<file path="src/rtl/id_ex_stage.sv">
// ID/EX pipeline register with load-use hazard detection.
// Captures decoded controls and datapath values from ID, inserts a bubble
// on a taken branch/jump flush or on a load-use hazard, and counts stall cycles.
module id_ex_stage (
  input  logic        clk,
  input  logic        rst_n,

  // register specifiers and operand usage of the instruction in ID
  input  logic [4:0]  IF_ID_rs1,
  input  logic [4:0]  IF_ID_rs2,
  input  logic [4:0]  IF_ID_rd,
  input  logic        ID_uses_rs1,
  input  logic        ID_uses_rs2,

  // decoded controls
  input  logic        ID_RegWrite,
  input  logic        ID_MemRead,
  input  logic        ID_MemWrite,
  input  logic        ID_MemToReg,
  input  logic        ID_ALUSrc,
  input  logic        ID_Branch,
  input  logic [1:0]  ID_ALUOp,

  // datapath values
  input  logic [31:0] ID_pc,
  input  logic [31:0] ID_rs1_data,
  input  logic [31:0] ID_rs2_data,
  input  logic [31:0] ID_imm,

  // taken branch/jump resolved in EX
  input  logic        EX_flush,

  // registered copies
  output logic [4:0]  ID_EX_rs1,
  output logic [4:0]  ID_EX_rs2,
  output logic [4:0]  ID_EX_rd,
  output logic        ID_EX_uses_rs1,
  output logic        ID_EX_uses_rs2,
  output logic        ID_EX_RegWrite,
  output logic        ID_EX_MemRead,
  output logic        ID_EX_MemWrite,
  output logic        ID_EX_MemToReg,
  output logic        ID_EX_ALUSrc,
  output logic        ID_EX_Branch,
  output logic [1:0]  ID_EX_ALUOp,
  output logic [31:0] ID_EX_pc,
  output logic [31:0] ID_EX_rs1_data,
  output logic [31:0] ID_EX_rs2_data,
  output logic [31:0] ID_EX_imm,
  output logic        ID_EX_valid,

  // front-end enables and stall observability
  output logic        PC_write,
  output logic        IF_ID_write,
  output logic        stall,
  output logic [15:0] stall_cnt
);

  logic rs1_hit;
  logic rs2_hit;
  logic hazard;
  logic bubble;

  // Load-use detection: a valid load in EX whose destination (not x0) is
  // actually read by the instruction in ID. A flush overrides the stall since
  // the ID instruction is being discarded anyway.
  always_comb begin
    rs1_hit     = ID_uses_rs1 && (ID_EX_rd == IF_ID_rs1);
    rs2_hit     = ID_uses_rs2 && (ID_EX_rd == IF_ID_rs2);
    hazard      = ID_EX_MemRead && ID_EX_valid && (ID_EX_rd != '0) && (rs1_hit || rs2_hit);
    stall       = hazard && !EX_flush;
    PC_write    = !stall;
    IF_ID_write = !stall;
    bubble      = EX_flush || stall;
  end

  // Pipeline register: all-zero bubble on flush/stall, otherwise capture ID.
  always_ff @(posedge clk or negedge rst_n) begin
    if (!rst_n) begin
      ID_EX_rs1      <= '0;
      ID_EX_rs2      <= '0;
      ID_EX_rd       <= '0;
      ID_EX_uses_rs1 <= 1'b0;
      ID_EX_uses_rs2 <= 1'b0;
      ID_EX_RegWrite <= 1'b0;
      ID_EX_MemRead  <= 1'b0;
      ID_EX_MemWrite <= 1'b0;
      ID_EX_MemToReg <= 1'b0;
      ID_EX_ALUSrc   <= 1'b0;
      ID_EX_Branch   <= 1'b0;
      ID_EX_ALUOp    <= '0;
      ID_EX_pc       <= '0;
      ID_EX_rs1_data <= '0;
      ID_EX_rs2_data <= '0;
      ID_EX_imm      <= '0;
      ID_EX_valid    <= 1'b0;
    end else if (bubble) begin
      ID_EX_rs1      <= '0;
      ID_EX_rs2      <= '0;
      ID_EX_rd       <= '0;
      ID_EX_uses_rs1 <= 1'b0;
      ID_EX_uses_rs2 <= 1'b0;
      ID_EX_RegWrite <= 1'b0;
      ID_EX_MemRead  <= 1'b0;
      ID_EX_MemWrite <= 1'b0;
      ID_EX_MemToReg <= 1'b0;
      ID_EX_ALUSrc   <= 1'b0;
      ID_EX_Branch   <= 1'b0;
      ID_EX_ALUOp    <= '0;
      ID_EX_pc       <= '0;
      ID_EX_rs1_data <= '0;
      ID_EX_rs2_data <= '0;
      ID_EX_imm      <= '0;
      ID_EX_valid    <= 1'b0;
    end else begin
      ID_EX_rs1      <= IF_ID_rs1;
      ID_EX_rs2      <= IF_ID_rs2;
      ID_EX_rd       <= IF_ID_rd;
      ID_EX_uses_rs1 <= ID_uses_rs1;
      ID_EX_uses_rs2 <= ID_uses_rs2;
      ID_EX_RegWrite <= ID_RegWrite;
      ID_EX_MemRead  <= ID_MemRead;
      ID_EX_MemWrite <= ID_MemWrite;
      ID_EX_MemToReg <= ID_MemToReg;
      ID_EX_ALUSrc   <= ID_ALUSrc;
      ID_EX_Branch   <= ID_Branch;
      ID_EX_ALUOp    <= ID_ALUOp;
      ID_EX_pc       <= ID_pc;
      ID_EX_rs1_data <= ID_rs1_data;
      ID_EX_rs2_data <= ID_rs2_data;
      ID_EX_imm      <= ID_imm;
      ID_EX_valid    <= 1'b1;
    end
  end

  // Stall-cycle counter, saturating at all-ones.
  always_ff @(posedge clk or negedge rst_n) begin
    if (!rst_n) begin
      stall_cnt <= '0;
    end else if (stall && (stall_cnt != '1)) begin
      stall_cnt <= stall_cnt + 16'd1;
    end
  end

endmodule

</file>
<file path="config.mk">
export PLATFORM = sky130hd
export DESIGN_NAME = id_ex_stage
export DESIGN_NICKNAME = d
export VERILOG_FILES = /design/src/rtl/id_ex_stage.sv
export SDC_FILE = /design/constraint.sdc
export NUM_CORES = 1
export LEC_CHECK = 0
export BUFFER_PORTS_ARGS = -buffer_cell sky130_fd_sc_hd__buf_2
export CAP_MARGIN = 25
export CORE_AREA = 2 2 126 128
export DETAILED_ROUTE_END_ITERATION = 8
export DIE_AREA = 0 0 128 130
export HOLD_SLACK_MARGIN = 0.05
export PLACE_DENSITY_LB_ADDON = 0.05
export SLEW_MARGIN = 20
export SYNTH_ARGS = -nofsm -noshare
export SYNTH_HDL_FRONTEND = slang
export SYNTH_SLANG_ARGS = --single-unit
</file>
<file path="constraint.sdc">
create_clock -name clk -period 2.1 [get_ports clk]
set_input_delay 0.42 -clock clk [delete_from_list [all_inputs] [get_ports clk]]
set_output_delay 0.42 -clock clk [all_outputs]
set_load 0.02 [all_outputs]
</file>
==> results.toml, run 1 <==
[floorplan]
row_count = 46
initial_core_util_pct = 38.0
die-area_um2 = 16600
io-pin-count = 329
core_region_area_um2 = 15400
die-height_um = 130
die_width_um = 128

[power]
total_power_mw = 7.22
share_clk_of_total_power_pct = 39.4
p_seq_share_pct = 48.2
netSwitchingFraction_pct = 25.6
vdd.ir_drop.worst_mv = 0.533
switching_power_mw = 1.85
p_leak_nw = 4.80
intPower_mw = 5.37
p_comb_share_pct = 12.4
power.density_nw_per_um2 = 825

[setup_path]
crit_required_ns = 1.68
setup_crit_start_kind = "flip-flop"
critical_path.endpoint_type = "output pin"
critical_path_arrival_ns = 1.87
timing_worst_setup_path_type = "flip-flop to output pin"
timing.critical_path.fanout_max = 3
setup.reg_to_reg.worst_slack_ns = 0.01
reg2reg_depth = 7
timing.rr.end = "ID_EX_rs1_data[4]"
worst_r2r_src = "ID_EX_rd[0]"

[synthesis]
synthTopCellsByCount = "sky130_fd_sc_hd__dfrtp_1 (170), sky130_fd_sc_hd__and2_1 (153), sky130_fd_sc_hd__xor2_1 (14)"
portion_of_the_post_synthesis_area_used_by_sequential_elements_pct = 72.5
netlist.area_leader.share_pct = 72.5
synth-main-ff-cell = "sky130_fd_sc_hd__dfrtp_1"
synthDistinctLibCells = 30
yosys_register_bits = 170
synth.most_common_cell = "sky130_fd_sc_hd__dfrtp_1"
synth_top_cell_by_area = "sky130_fd_sc_hd__dfrtp_1"
syn-mean-instance-area_um2 = 14.0
synthesis.nets = 577
mappedNetlistArea_um2 = 5870
synth_cells = 420
synth_edf_count = 0
post_synth_main_area_contributors = "sky130_fd_sc_hd__dfrtp_1 (72%), sky130_fd_sc_hd__and2_1 (16%), sky130_fd_sc_hd__xor2_1 (2.1%)"
postSynth.asyncResetShare_pct = 100
synth.yosys.warnings = 0

[sta]
timing.final.crit_share_pct = 109
maxClockFrequency_mhz = 437
hold-worst-slack_ns = 0.204
rsz0062_at_grt = "yes"
worst_slew_margin_rel_pct = 70.6
finalCriticalPeriod_ns = 2.29
final-setup-viol-count = 3
setup_ws_ns = -0.188
final_hold_vios = 0
clock_skew_ns = 0.00655
maxSlewViolCount = 0
timing_worst_slew_pin_value_ns = 0.441
tns_ns = -0.519

[layout]
area_growth_from_synthesis_to_layout_pct = 49.1
multiInputGateArea_um2 = 1590
finish.utilization_pct = 56.7
layout.area.seq_um2 = 4260
drive_above_1_share_pct = 52.0
antenna-diode-count = 0
filler_cell_count = 1375
design.final.nets = 935

[clocking]
cts-buffers-inserted = 17
worst_setup_hold_path_clk_slew_ns = 0.07
root_cell_of_the_clock_tree = "sky130_fd_sc_hd__clkbuf_16"
clock-sinks = 170
htree_num_levels = 4
max-clock-path-buffers = 2
tritoncts = "built"
insertion_delay_ns = 0.42

[detailed_routing]
drtAntennaViolNets = 0
detail_route.vias_per_cell = 4.51
firstDrtPassIters = 4
total_routed_wirelength_mm = 17.2
dr.first_iter.drc_count = 128
remaining_design_rule_violation_count = 0
vias = 4431
detailed_route_wire_length_per_cell_um = 17.5

[placed_design]
io_buffer_count = 328
gp_congestion = 0.782
dp_hpwl_mm = 11.8
post-place-ws_ns = -0.0170

[grt]
use_met3_pct = 8.16
pin_count_of_the_biggest_net_entering_global_routing = 92
grt_antenna_before_repair = 1
globalRouteOverflowTotal = 0
grt.met2_usage_pct = 33.1
met1_usage_pct = 20.9
global_route.usage.total_pct = 19.1
grt_pass1_vias = 4544
grt_most_used_layer = "met2"
grt_pass1_wl_mm = 24.0

[outcome]
status = "finished with violations"
failed_checks = "setup timing"

[min_path]
timing.hold.worst.class = "input port to flip-flop"
worst_hold_path.endpoint = "ID_EX_rs1_data[28]"
worstHoldPathCells = 2
min_from = "ID_rs1_data[28]"

[run]
cap_violations = 0
==> per-layer routing <==
metal | up-vias | routed length, µm
li1 | 2041 | -
met1 | 2130 | 6330
met2 | 227 | 8740
met3 | 31 | 1750
met4 | 2 | 402
met5 | - | 13
==> power groups by stage <==
stage          Sequential, mW  Combinational [mW]  Clock [mW]
2_1_floorplan            3.75               0.164           0
3_3_place_gp             3.54               0.801           0
3_5_place_dp             3.54               0.811           0
4_1_cts                  3.48               0.823        2.93
5_1_grt                  3.49               0.972        3.07
6_report                 3.48               0.895        2.84
==> repair_timing <==
action | in CTS | in global routing
hold endpoints to repair | 38 | 0
setup endpoints to repair | 4 | 115
pin swaps | 5 | 10
setup buffers | 4 | 5
hold buffers | 1 | 0
gates cloned | 0 | 10
resized for setup | 12 | 21
==> cell families after synthesis <==
group | Yosys count | synth area share [%]
simple gates | 197 | 20.7
buf+inv | 22 | 1.77
fa+ha+maj | 1 | 0.213
flops | 170 | 72.5
xor+xnor | 25 | 3.73
mux | 1 | 0.192
compound gates | 4 | 0.896
==> critical path: stages, from the launching register on <==
cell                      delay, ns
sky130_fd_sc_hd__dfrtp_2       0.44
sky130_fd_sc_hd__buf_12        0.14
sky130_fd_sc_hd__xnor2_2       0.15
sky130_fd_sc_hd__nand4_1       0.17
sky130_fd_sc_hd__o22ai_2       0.23
sky130_fd_sc_hd__nand3_4       0.14
sky130_fd_sc_hd__inv_2         0.08
sky130_fd_sc_hd__buf_6         0.11
==> metrics by stage <==
stage          cell area (µm²)  std cells
6_report                  8750        983
3_5_place_dp              7800        932
5_1_grt                   8750        983
3_3_place_gp              7800        932
4_1_cts                   8410        969
2_1_floorplan             5870        420
==> how the worst max path moves through the flow <==
stage | from | to | depth (start not counted)
detailed placement | IF_ID_rs2[1] | stall_cnt[1] | 6
floorplan | ID_EX_rd[1] | PC_write | 4
CTS | ID_EX_rd[0] | stall | 5
global placement | IF_ID_rs2[0] | stall_cnt[1] | 6
global route | ID_EX_rd[4] | stall | 7
finish | ID_EX_rd[4] | stall | 7
==> registers in the layout (all words and copies together) (netlist names), 2 cells and up <==
name,count
ID_EX_rs1_data,32
ID_EX_imm,32
ID_EX_rs1,5
stall_cnt,16
ID_EX_rs2,5
ID_EX_pc,32
ID_EX_ALUOp,2
ID_EX_rd,5
ID_EX_rs2_data,32
==> layout by cell type (no fill, tap or decap), types with 2 or more instances in the layout <==
master	instances
sky130_fd_sc_hd__inv_6	3
sky130_fd_sc_hd__clkbuf_16	23
sky130_fd_sc_hd__buf_2	324
sky130_fd_sc_hd__clkinv_2	2
sky130_fd_sc_hd__clkbuf_1	2
sky130_fd_sc_hd__xnor2_1	6
sky130_fd_sc_hd__nor4b_1	4
sky130_fd_sc_hd__dfrtp_1	166
sky130_fd_sc_hd__nand2_1	9
sky130_fd_sc_hd__nand4_1	5
sky130_fd_sc_hd__buf_12	6
sky130_fd_sc_hd__buf_4	11
sky130_fd_sc_hd__xnor2_2	5
sky130_fd_sc_hd__nor4_1	9
sky130_fd_sc_hd__xor2_1	14
sky130_fd_sc_hd__nand3_1	3
sky130_fd_sc_hd__dfrtp_2	4
sky130_fd_sc_hd__buf_6	9
sky130_fd_sc_hd__nor2_1	4
sky130_fd_sc_hd__clkinv_4	3
sky130_fd_sc_hd__clkinvlp_4	4
sky130_fd_sc_hd__inv_1	2
sky130_fd_sc_hd__and2_1	150
sky130_fd_sc_hd__and2_4	3
==> area by class of cell <==
class / count / area share (%)
flip-flops and latches: 170 / 48.7
repair buffers: 358 / 24.2
multi-input cells: 228 / 18.1
clock buffers: 20 / 5.11
well taps: 192 / 2.75
clock inverters: 12 / 1.06
inverters: 3 / 0.129
(Power assumes the default switching activity.)
==> run 2, diff against run 1 <==
- CORE_AREA: 2 2 126 128 -> 2 2 129 131
- DIE_AREA: 0 0 128 130 -> 0 0 131 133
- clock period: 2.1 -> 3 ns (I/O delays scaled with it)
==> results.toml, run 2 (synthesis results as in run 1) <==
[sta]
worst_slew_margin_rel_pct = 55.3
timing.final.crit_share_pct = 85.0
rsz0062_at_grt = "no"
clock_skew_ns = 0.00610
timing_worst_slew_pin_value_ns = 0.671
finalCriticalPeriod_ns = 2.55
maxSlewViolCount = 0
final-setup-viol-count = 0
tns_ns = 0
maxClockFrequency_mhz = 392
final_hold_vios = 0

[clocking]
hold_buffers = 0
tritoncts = "built"
insertion_delay_ns = 0.42
max-clock-path-buffers = 2
post_cts_buffers = 0
cts-buffers-inserted = 17
htree_num_levels = 4
quantity_of_gates_resized_following_cts = 0
root_cell_of_the_clock_tree = "sky130_fd_sc_hd__clkbuf_16"
clock-sinks = 170
worst_setup_hold_path_clk_slew_ns = 0.06

[floorplan]
row_count = 47
core_region_area_um2 = 16200
die-area_um2 = 17400
io-pin-count = 329
initial_core_util_pct = 36.3
die_width_um = 131
die-height_um = 133

[detailed_routing]
remaining_design_rule_violation_count = 0
detailed_route_wire_length_per_cell_um = 15.9
total_routed_wirelength_mm = 15.7
dr.first_iter.drc_count = 146
drtAntennaViolNets = 0
firstDrtPassIters = 4
detail_route.vias_per_cell = 4.27
vias = 4228

[grt]
grt_antenna_before_repair = 3
pin_count_of_the_biggest_net_entering_global_routing = 71
global_route.usage.total_pct = 18.3
globalRouteOverflowTotal = 0
grt_pass1_wl_mm = 23.9
grt_pass1_vias = 4535

[setup_path]
timing.critical_path.fanout_max = 4
timing_worst_setup_path_type = "flip-flop to output pin"
critPathTopFamily = "flip-flops"
crit_required_ns = 2.40
critical_path_arrival_ns = 1.95
setup_crit_start_kind = "flip-flop"
path_buf_inv = 2
slowest_delay_ns = 0.45
critical_path.endpoint_type = "output pin"
crit_chain = "xnor2_1 -> nand4_1 -> o22ai_1 -> nand3_1 -> inv_1 -> buf_2"
worst_path_max_delay_cell = "sky130_fd_sc_hd__dfrtp_1"

[layout]
filler_cell_count = 1487
finish.utilization_pct = 51.4
design.final.nets = 912
area_growth_from_synthesis_to_layout_pct = 41.7
commonest_cells_after_routing_fill_and_taps_aside = "sky130_fd_sc_hd__buf_2 (327), sky130_fd_sc_hd__dfrtp_1 (170), sky130_fd_sc_hd__and2_1 (153)"
most_common_cell_after_layout_fill_and_taps_aside = "sky130_fd_sc_hd__buf_2"
drive_above_1_share_pct = 48.6

[power]
p_leak_nw = 4.59
vdd.ir_drop.worst_mv = 0.343
power.density_nw_per_um2 = 601
total_power_mw = 5.00

[placed_design]
dp_hpwl_mm = 11.8
io_buffer_count = 328
gp_congestion = 0.769

[outcome]
status = "finished clean"

[run]
cap_violations = 0

[min_path]
timing.hold.worst.class = "input port to asynchronous set/reset pin"
run 2: final cells by class:
class                   instances  area [µm²]  share of cell area [%]
diodes                          3        7.51                  0.0903
multi-input cells             228        1510                    18.2
repair buffers                335        1710                    20.6
inverters                       3        11.3                   0.135
clock inverters                13        91.3                    1.10
well taps                     220         275                    3.31
clock buffers                  19         453                    5.45
flip-flops and latches        170        4250                    51.2
run 2: power breakdown:
group          switching, mW  internal (mW)
combinational          0.330          0.218
clock                  0.907           1.11
sequential            0.0332           2.40
run 2: metrics by stage:
step	cells	setup WS, ns	area (µm²)	hold slack, ns
final	991	0.450	8320	0.163
after global routing	991	0.292	8320	0.203
after CTS	988	0.398	8310	0.199
after global placement	956	0.626	7760	0.482
after detailed placement	956	0.623	7760	0.497
after floorplan	420	0.743	5870	0.304
run 2: worst register-to-register path, stage by stage (launching register included):
cell,delay [ns]
sky130_fd_sc_hd__dfrtp_1,0.42
sky130_fd_sc_hd__or3_1,0.41
sky130_fd_sc_hd__o311a_4,0.34
sky130_fd_sc_hd__a21oi_4,0.35
sky130_fd_sc_hd__buf_4,0.41
sky130_fd_sc_hd__and2_1,0.20
run 2: metal layers:
| layer | up-vias | wire, µm | track usage, % |
|---|---|---|---|
| li1 | 1992 | - | - |
| met1 | 1982 | 5880 | 19.4 |
| met2 | 224 | 7930 | 31.5 |
| met3 | 30 | 1560 | 7.64 |
| met4 | 0 | 374 | 7.92 |
| met5 | - | 0 | 0 |
run 2: final timing paths:
check,startpoint,to,slack (ns),cells past startpoint
worst max-delay path,ID_EX_rd[2],stall,0.45,6
max in group asynchronous,rst_n,ID_EX_imm[9],1.99,2
worst min-delay path,rst_n,ID_EX_imm[30],0.16,1
worst max register to register,ID_EX_rd[1],ID_EX_rs2_data[18],0.81,5
worst min register to register,stall_cnt[15],stall_cnt[15],0.50,1
min in group clk,ID_rs2_data[0],ID_EX_rs2_data[0],0.38,2
